$ cat config.mk
export PLATFORM = sky130hd
export DESIGN_NAME = mul_result_buffer_flat
export DESIGN_NICKNAME = d
export VERILOG_FILES = /design/src/rtl/mul_result_buffer_if.sv /design/src/rtl/mul_result_buffer.sv /design/src/flat_wrapper.sv
export SDC_FILE = /design/constraint.sdc
export NUM_CORES = 1
export LEC_CHECK = 0
export CAP_MARGIN = 20
export CORE_ASPECT_RATIO = 0.9
export CORE_MARGIN = 8
export CORE_UTILIZATION = 30
export DETAILED_ROUTE_END_ITERATION = 8
export GPL_TIMING_DRIVEN = 0
export PLACE_DENSITY = 0.51
export SLEW_MARGIN = 10
export SYNTH_ARGS = -nofsm -noshare
export SYNTH_HDL_FRONTEND = slang
export SYNTH_SLANG_ARGS = --single-unit
$ cat constraint.sdc
create_clock -name clk -period 3.59 [get_ports clk]
set_input_delay 0.718 -clock clk [delete_from_list [all_inputs] [get_ports clk]]
set_output_delay 0.718 -clock clk [all_outputs]
set_load 0.1 [all_outputs]
$ cat src/rtl/mul_result_buffer_if.sv
// rtl/mul_result_buffer_if.sv - multiplier result buffer handshake and status bundle
interface mul_result_buffer_if #(
  parameter int DEPTH = 4,
  parameter int CNT_W = 8
);
  localparam int LW = $clog2(DEPTH) + 1;

  logic             in_valid;
  logic             in_ready;
  logic [31:0]      in_result;
  logic             in_error;
  logic             in_overflow;
  logic             out_valid;
  logic             out_ready;
  logic [31:0]      out_result;
  logic             out_error;
  logic             out_overflow;
  logic             flag_clear;
  logic             sticky_error;
  logic             sticky_overflow;
  logic [CNT_W-1:0] err_count;
  logic [LW-1:0]    level;

  modport master (
    output in_valid, in_result, in_error, in_overflow, out_ready, flag_clear,
    input  in_ready, out_valid, out_result, out_error, out_overflow,
    input  sticky_error, sticky_overflow, err_count, level
  );

  modport slave (
    input  in_valid, in_result, in_error, in_overflow, out_ready, flag_clear,
    output in_ready, out_valid, out_result, out_error, out_overflow,
    output sticky_error, sticky_overflow, err_count, level
  );
endinterface

$ cat src/rtl/mul_result_buffer.sv
// rtl/mul_result_buffer.sv - FIFO buffer for multiplier results with sticky flags
module mul_result_buffer #(
  parameter int DEPTH = 4,
  parameter int CNT_W = 8
) (
  input logic                clk,
  input logic                rst_n,
  mul_result_buffer_if.slave bus
);
  localparam int AW = $clog2(DEPTH);
  localparam int LW = AW + 1;

  logic [AW-1:0]    wr_ptr_q, wr_ptr_d;
  logic [AW-1:0]    rd_ptr_q, rd_ptr_d;
  logic [LW-1:0]    level_q, level_d;
  logic             sticky_err_q, sticky_err_d;
  logic             sticky_ovf_q, sticky_ovf_d;
  logic [CNT_W-1:0] err_cnt_q, err_cnt_d;
  logic [33:0]      mem_q [DEPTH];

  logic        full, empty, push, pop;
  logic [33:0] head;

  // Ready/valid decode from registered level only, so no same-cycle bypass exists.
  assign full  = (level_q == LW'(DEPTH));
  assign empty = (level_q == '0);
  assign push  = bus.in_valid && !full;
  assign pop   = bus.out_ready && !empty;
  assign head  = mem_q[rd_ptr_q];

  always_comb begin
    wr_ptr_d     = wr_ptr_q;
    rd_ptr_d     = rd_ptr_q;
    level_d      = level_q + LW'(push) - LW'(pop);
    sticky_err_d = sticky_err_q;
    sticky_ovf_d = sticky_ovf_q;
    err_cnt_d    = err_cnt_q;
    if (push) wr_ptr_d = wr_ptr_q + AW'(1);
    if (pop)  rd_ptr_d = rd_ptr_q + AW'(1);
    if (bus.flag_clear) begin
      sticky_err_d = 1'b0;
      sticky_ovf_d = 1'b0;
      err_cnt_d    = '0;
    end
    // A push in the clear cycle is applied on top of the cleared value.
    if (push && bus.in_error) begin
      sticky_err_d = 1'b1;
      if (err_cnt_d != {CNT_W{1'b1}}) err_cnt_d = err_cnt_d + CNT_W'(1);
    end
    if (push && bus.in_overflow) sticky_ovf_d = 1'b1;
  end

  always_ff @(posedge clk or negedge rst_n) begin
    if (!rst_n) begin
      wr_ptr_q     <= '0;
      rd_ptr_q     <= '0;
      level_q      <= '0;
      sticky_err_q <= 1'b0;
      sticky_ovf_q <= 1'b0;
      err_cnt_q    <= '0;
    end else begin
      wr_ptr_q     <= wr_ptr_d;
      rd_ptr_q     <= rd_ptr_d;
      level_q      <= level_d;
      sticky_err_q <= sticky_err_d;
      sticky_ovf_q <= sticky_ovf_d;
      err_cnt_q    <= err_cnt_d;
    end
  end

  always_ff @(posedge clk) begin
    if (push) mem_q[wr_ptr_q] <= {bus.in_overflow, bus.in_error, bus.in_result};
  end

  assign bus.in_ready        = !full;
  assign bus.out_valid       = !empty;
  assign bus.out_result      = empty ? 32'h0 : head[31:0];
  assign bus.out_error       = empty ? 1'b0 : head[32];
  assign bus.out_overflow    = empty ? 1'b0 : head[33];
  assign bus.sticky_error    = sticky_err_q;
  assign bus.sticky_overflow = sticky_ovf_q;
  assign bus.err_count       = err_cnt_q;
  assign bus.level           = level_q;
endmodule

$ cat src/flat_wrapper.sv
// flat-port wrapper written by rule: the top's interface ports become plain ports
module mul_result_buffer_flat 
#(
  parameter int DEPTH = 4,
  parameter int CNT_W = 8
)
  (clk, rst_n, bus_in_valid, bus_in_result, bus_in_error, bus_in_overflow, bus_out_ready, bus_flag_clear, bus_in_ready, bus_out_valid, bus_out_result, bus_out_error, bus_out_overflow, bus_sticky_error, bus_sticky_overflow, bus_err_count, bus_level);
  mul_result_buffer_if #(.DEPTH(DEPTH), .CNT_W(CNT_W)) bus_i ();
  input logic clk;
  input logic rst_n;
  input wire logic [$bits(bus_i.in_valid)-1:0] bus_in_valid;
  input wire logic [$bits(bus_i.in_result)-1:0] bus_in_result;
  input wire logic [$bits(bus_i.in_error)-1:0] bus_in_error;
  input wire logic [$bits(bus_i.in_overflow)-1:0] bus_in_overflow;
  input wire logic [$bits(bus_i.out_ready)-1:0] bus_out_ready;
  input wire logic [$bits(bus_i.flag_clear)-1:0] bus_flag_clear;
  output wire logic [$bits(bus_i.in_ready)-1:0] bus_in_ready;
  output wire logic [$bits(bus_i.out_valid)-1:0] bus_out_valid;
  output wire logic [$bits(bus_i.out_result)-1:0] bus_out_result;
  output wire logic [$bits(bus_i.out_error)-1:0] bus_out_error;
  output wire logic [$bits(bus_i.out_overflow)-1:0] bus_out_overflow;
  output wire logic [$bits(bus_i.sticky_error)-1:0] bus_sticky_error;
  output wire logic [$bits(bus_i.sticky_overflow)-1:0] bus_sticky_overflow;
  output wire logic [$bits(bus_i.err_count)-1:0] bus_err_count;
  output wire logic [$bits(bus_i.level)-1:0] bus_level;
  assign bus_i.in_valid = bus_in_valid;
  assign bus_i.in_result = bus_in_result;
  assign bus_i.in_error = bus_in_error;
  assign bus_i.in_overflow = bus_in_overflow;
  assign bus_i.out_ready = bus_out_ready;
  assign bus_i.flag_clear = bus_flag_clear;
  assign bus_in_ready = bus_i.in_ready;
  assign bus_out_valid = bus_i.out_valid;
  assign bus_out_result = bus_i.out_result;
  assign bus_out_error = bus_i.out_error;
  assign bus_out_overflow = bus_i.out_overflow;
  assign bus_sticky_error = bus_i.sticky_error;
  assign bus_sticky_overflow = bus_i.sticky_overflow;
  assign bus_err_count = bus_i.err_count;
  assign bus_level = bus_i.level;
  mul_result_buffer #(.DEPTH(DEPTH), .CNT_W(CNT_W)) u_core (.clk(clk), .rst_n(rst_n), .bus(bus_i));
endmodule
==> results.sh <==
export IMPL_status="completed"
export IMPL_r2r_cells=9
export IMPL_grt_overflow=0
export IMPL_drt_pre_antenna_iters=4
export IMPL_route_detailed_wl_per_inst_um=18.64
export IMPL_ys_flop_type="edfxtp_1"
export IMPL_final_setup_skew_ps=6.425
export IMPL_hold_start="u_core.bus.sticky_overflow"
export IMPL_synth_edff_count=136
export IMPL_vias_per_cell=4.529
export IMPL_vias=3089
export IMPL_ys_seq_area_frac=0.7394
export IMPL_cp_start_kind="flop"
export IMPL_io_buffers=87
export IMPL_ctsHtreeMaxLevel=4
export IMPL_wl_met1_um=5702
export IMPL_worstReg2RegStart="u_core.bus.level[0]"
export IMPL_timing_final_hold_violations=0
export IMPL_period_minus_slack_ps=3411
export IMPL_gp_congestion=0.7399
export IMPL_tns_ps=0
export IMPL_avgSynthCellArea_um2=20.06
export IMPL_holdPathStages=2
export IMPL_netlist_area_um2=6098
export IMPL_cp_data_required_time_ps=2870
export IMPL_cap_violations=0
export IMPL_diodes=0
export IMPL_die_area_um2=25150
export IMPL_drc=0
export IMPL_worst_slew_pin_slew_ps=995.0
export IMPL_cts_tree="done"
export IMPL_syn_inst=304
export IMPL_arrival_ps=2690
export IMPL_drt_iter0_markers=109
export IMPL_rr_endpoint="u_core.bus.level[2]"
export IMPL_wl_met3_um=558
export IMPL_crit_start="u_core.bus.level[1]"
export IMPL_cts_root_buf="clkbuf_16"
export IMPL_fp_dieW_um=166.3
export IMPL_synth_area_top_cells="edfxtp_1, mux4_2, dfrtp_1, and2_1, ha_1"
export IMPL_synth_top_area_cell="edfxtp_1"
export IMPL_finalSetupViolCount=0
export IMPL_nets=461
export IMPL_grt_usage=0.1065
export IMPL_drtAntennaViolNets=0
export IMPL_drv_slew=0
export IMPL_grt_pass1_vias=3505
export IMPL_grt_max_degree=21
export IMPL_crit_fanout=10
export IMPL_async_flop_share=0.1111
export IMPL_wl_met2_um=6279
export IMPL_pin_count=88
export IMPL_synth_fp_nets=351
export IMPL_routed_top_layer="met4"
export IMPL_dieHeight_um=151.3
export IMPL_clk_latency_ps=420
export IMPL_cts_buffers=17
export IMPL_clock_path_buffers=2
export IMPL_area_growth_synth_to_final_pct=30.39
export IMPL_drt_wl_total_um=12710
export IMPL_regToRegSetupSlack_ps=1110
export IMPL_synth_distinct_cells=37
export IMPL_synth_top_area_frac=0.6697
export IMPL_core_area_um2=19990
export IMPL_hpwlAfterDp_um=8207
export IMPL_fmax_mhz=293.1
export IMPL_synth_seq_cells=153
export IMPL_cts_hold_buffers=0
export IMPL_row_count=49
export IMPL_critPathKind="reg -> out"
export IMPL_path_clk_slew_ps=60
export IMPL_postCtsSetupBuffers=0
export IMPL_drive_gt1_frac=0.2084
export IMPL_antenna_found_initial=0
export IMPL_post_route_period_util=0.9503
export IMPL_slew_headroom=0.3346
export IMPL_hold_end="u_core.bus.sticky_overflow"
export IMPL_hold_class="reg -> reg"
export IMPL_yosysWarnings=0
export IMPL_rsz0062_at_grt="false"
export IMPL_clock_sinks=153
export IMPL_initial_core_util=0.3051
export IMPL_cp_end_kind="primary output"
export IMPL_grt_pass1_wl_um=20000
-- cells in the final DEF (no fill, tap or decap), drive strengths merged, types with 2 or more instances in the layout --
master / n
buf: 14
a311oi: 2
ha: 7
edfxtp: 136
nor2b: 3
inv: 10
nor2: 3
a211oi: 2
xnor2: 4
xor2: 3
a21oi: 4
clkbuf: 25
mux4: 34
clkdlybuf4s15: 3
and4b: 2
and2: 39
clkdlybuf4s50: 58
bufinv: 4
nand2b: 2
dlygate4sd2: 24
o21ai: 2
dfrtp: 17
nor3b: 2
clkinv: 7
nand2: 6
-- layer usage --
layer	vias up	global-route usage
met5	-	0
met4	0	0.04184
met3	13	0.03205
met2	73	0.1753
met1	1582	0.1309
li1	1421	-
-- state kept, by name, summed over array words and instances (netlist names) --
register,count
u_core.mem_q,136
u_core.bus.err_count,8
u_core.bus.level,3
u_core.rd_ptr_q,2
u_core.wr_ptr_q,2
u_core.bus.sticky_error,1
u_core.bus.sticky_overflow,1
-- cells in the mapped netlist, drive strengths merged, types with 3 or more instances --
cell and number:
a21oi 4, and2 39, buf 10, clkbuf 4, dfrtp 17, edfxtp 136, ha 7, inv 9
mux4 34, nand2 6, nor2 3, nor2b 3, xnor2 4, xor2 3
-- what timing repair did --
item | 4_1_cts | 5_1_grt
gates cloned | 0 | 0
gates resized for setup | 29 | 7
endpoints found under the setup margin | 29 | 5
pin swaps | 0 | 0
-- how the worst max path moves through the flow --
| stage | cells after the start | end |
|---|---|---|
| global placement | 4 | u_core.mem_q[0][20] |
| floorplan | 4 | bus_out_result[22] |
| detailed placement | 5 | bus_out_result[4] |
| finish | 4 | bus_out_valid |
| global route | 5 | bus_out_result[17] |
| CTS | 5 | bus_out_result[4] |
-- metrics by stage --
stage | setup WS, ps | hold slack, ps | utilization | instance area, um2 | instances
final | 178.6 | 519.7 | 0.3978 | 7951 | 682
after global routing | 2.522 | 547.8 | 0.3978 | 7951 | 682
after CTS | 45.29 | 525.7 | 0.3980 | 7955 | 682
after detailed placement | 213.7 | 515.8 | 0.3694 | 7382 | 650
after global placement | -3.546 | 503.5 | 0.3647 | 7289 | 646
after floorplan | 180.1 | 422.4 | - | 6100 | 304
-- logic make-up (layout without fill, tap and decap cells) --
group | Yosys count | count (layout) | synth area share
and+or+nand+nor | 63 | 63 | 0.06689
buffers and inverters | 23 | 146 | 0.02031
muxes | 36 | 36 | 0.1291
DFF | 153 | 153 | 0.7394
xor gates and xnor gates | 7 | 7 | 0.01005
AOI/OAI and AO/OA | 14 | 14 | 0.01662
adders and majority gates | 8 | 8 | 0.01764
-- area by class of cell --
type                       instances  area, um2
tap                              255      319.1
fill                            1842      12040
clock inverter                    13      176.4
clock buffer                      19      432.9
buffer                            14      91.34
sequential                       153       4509
inverter                           9      33.78
timing repair buffer              91      918.4
multi-input combinational        128       1470
-- worst max-delay path, stage by stage, from the launching register on --
cell and delay [ps]:
dfrtp_1 450, or3_1 130, buf_2 230, clkbuf_2 280, clkdlybuf4s50_1 1170
Power is not shown: default switching activity piles up to over one toggle a cycle in this logic, so the estimate is an artifact.
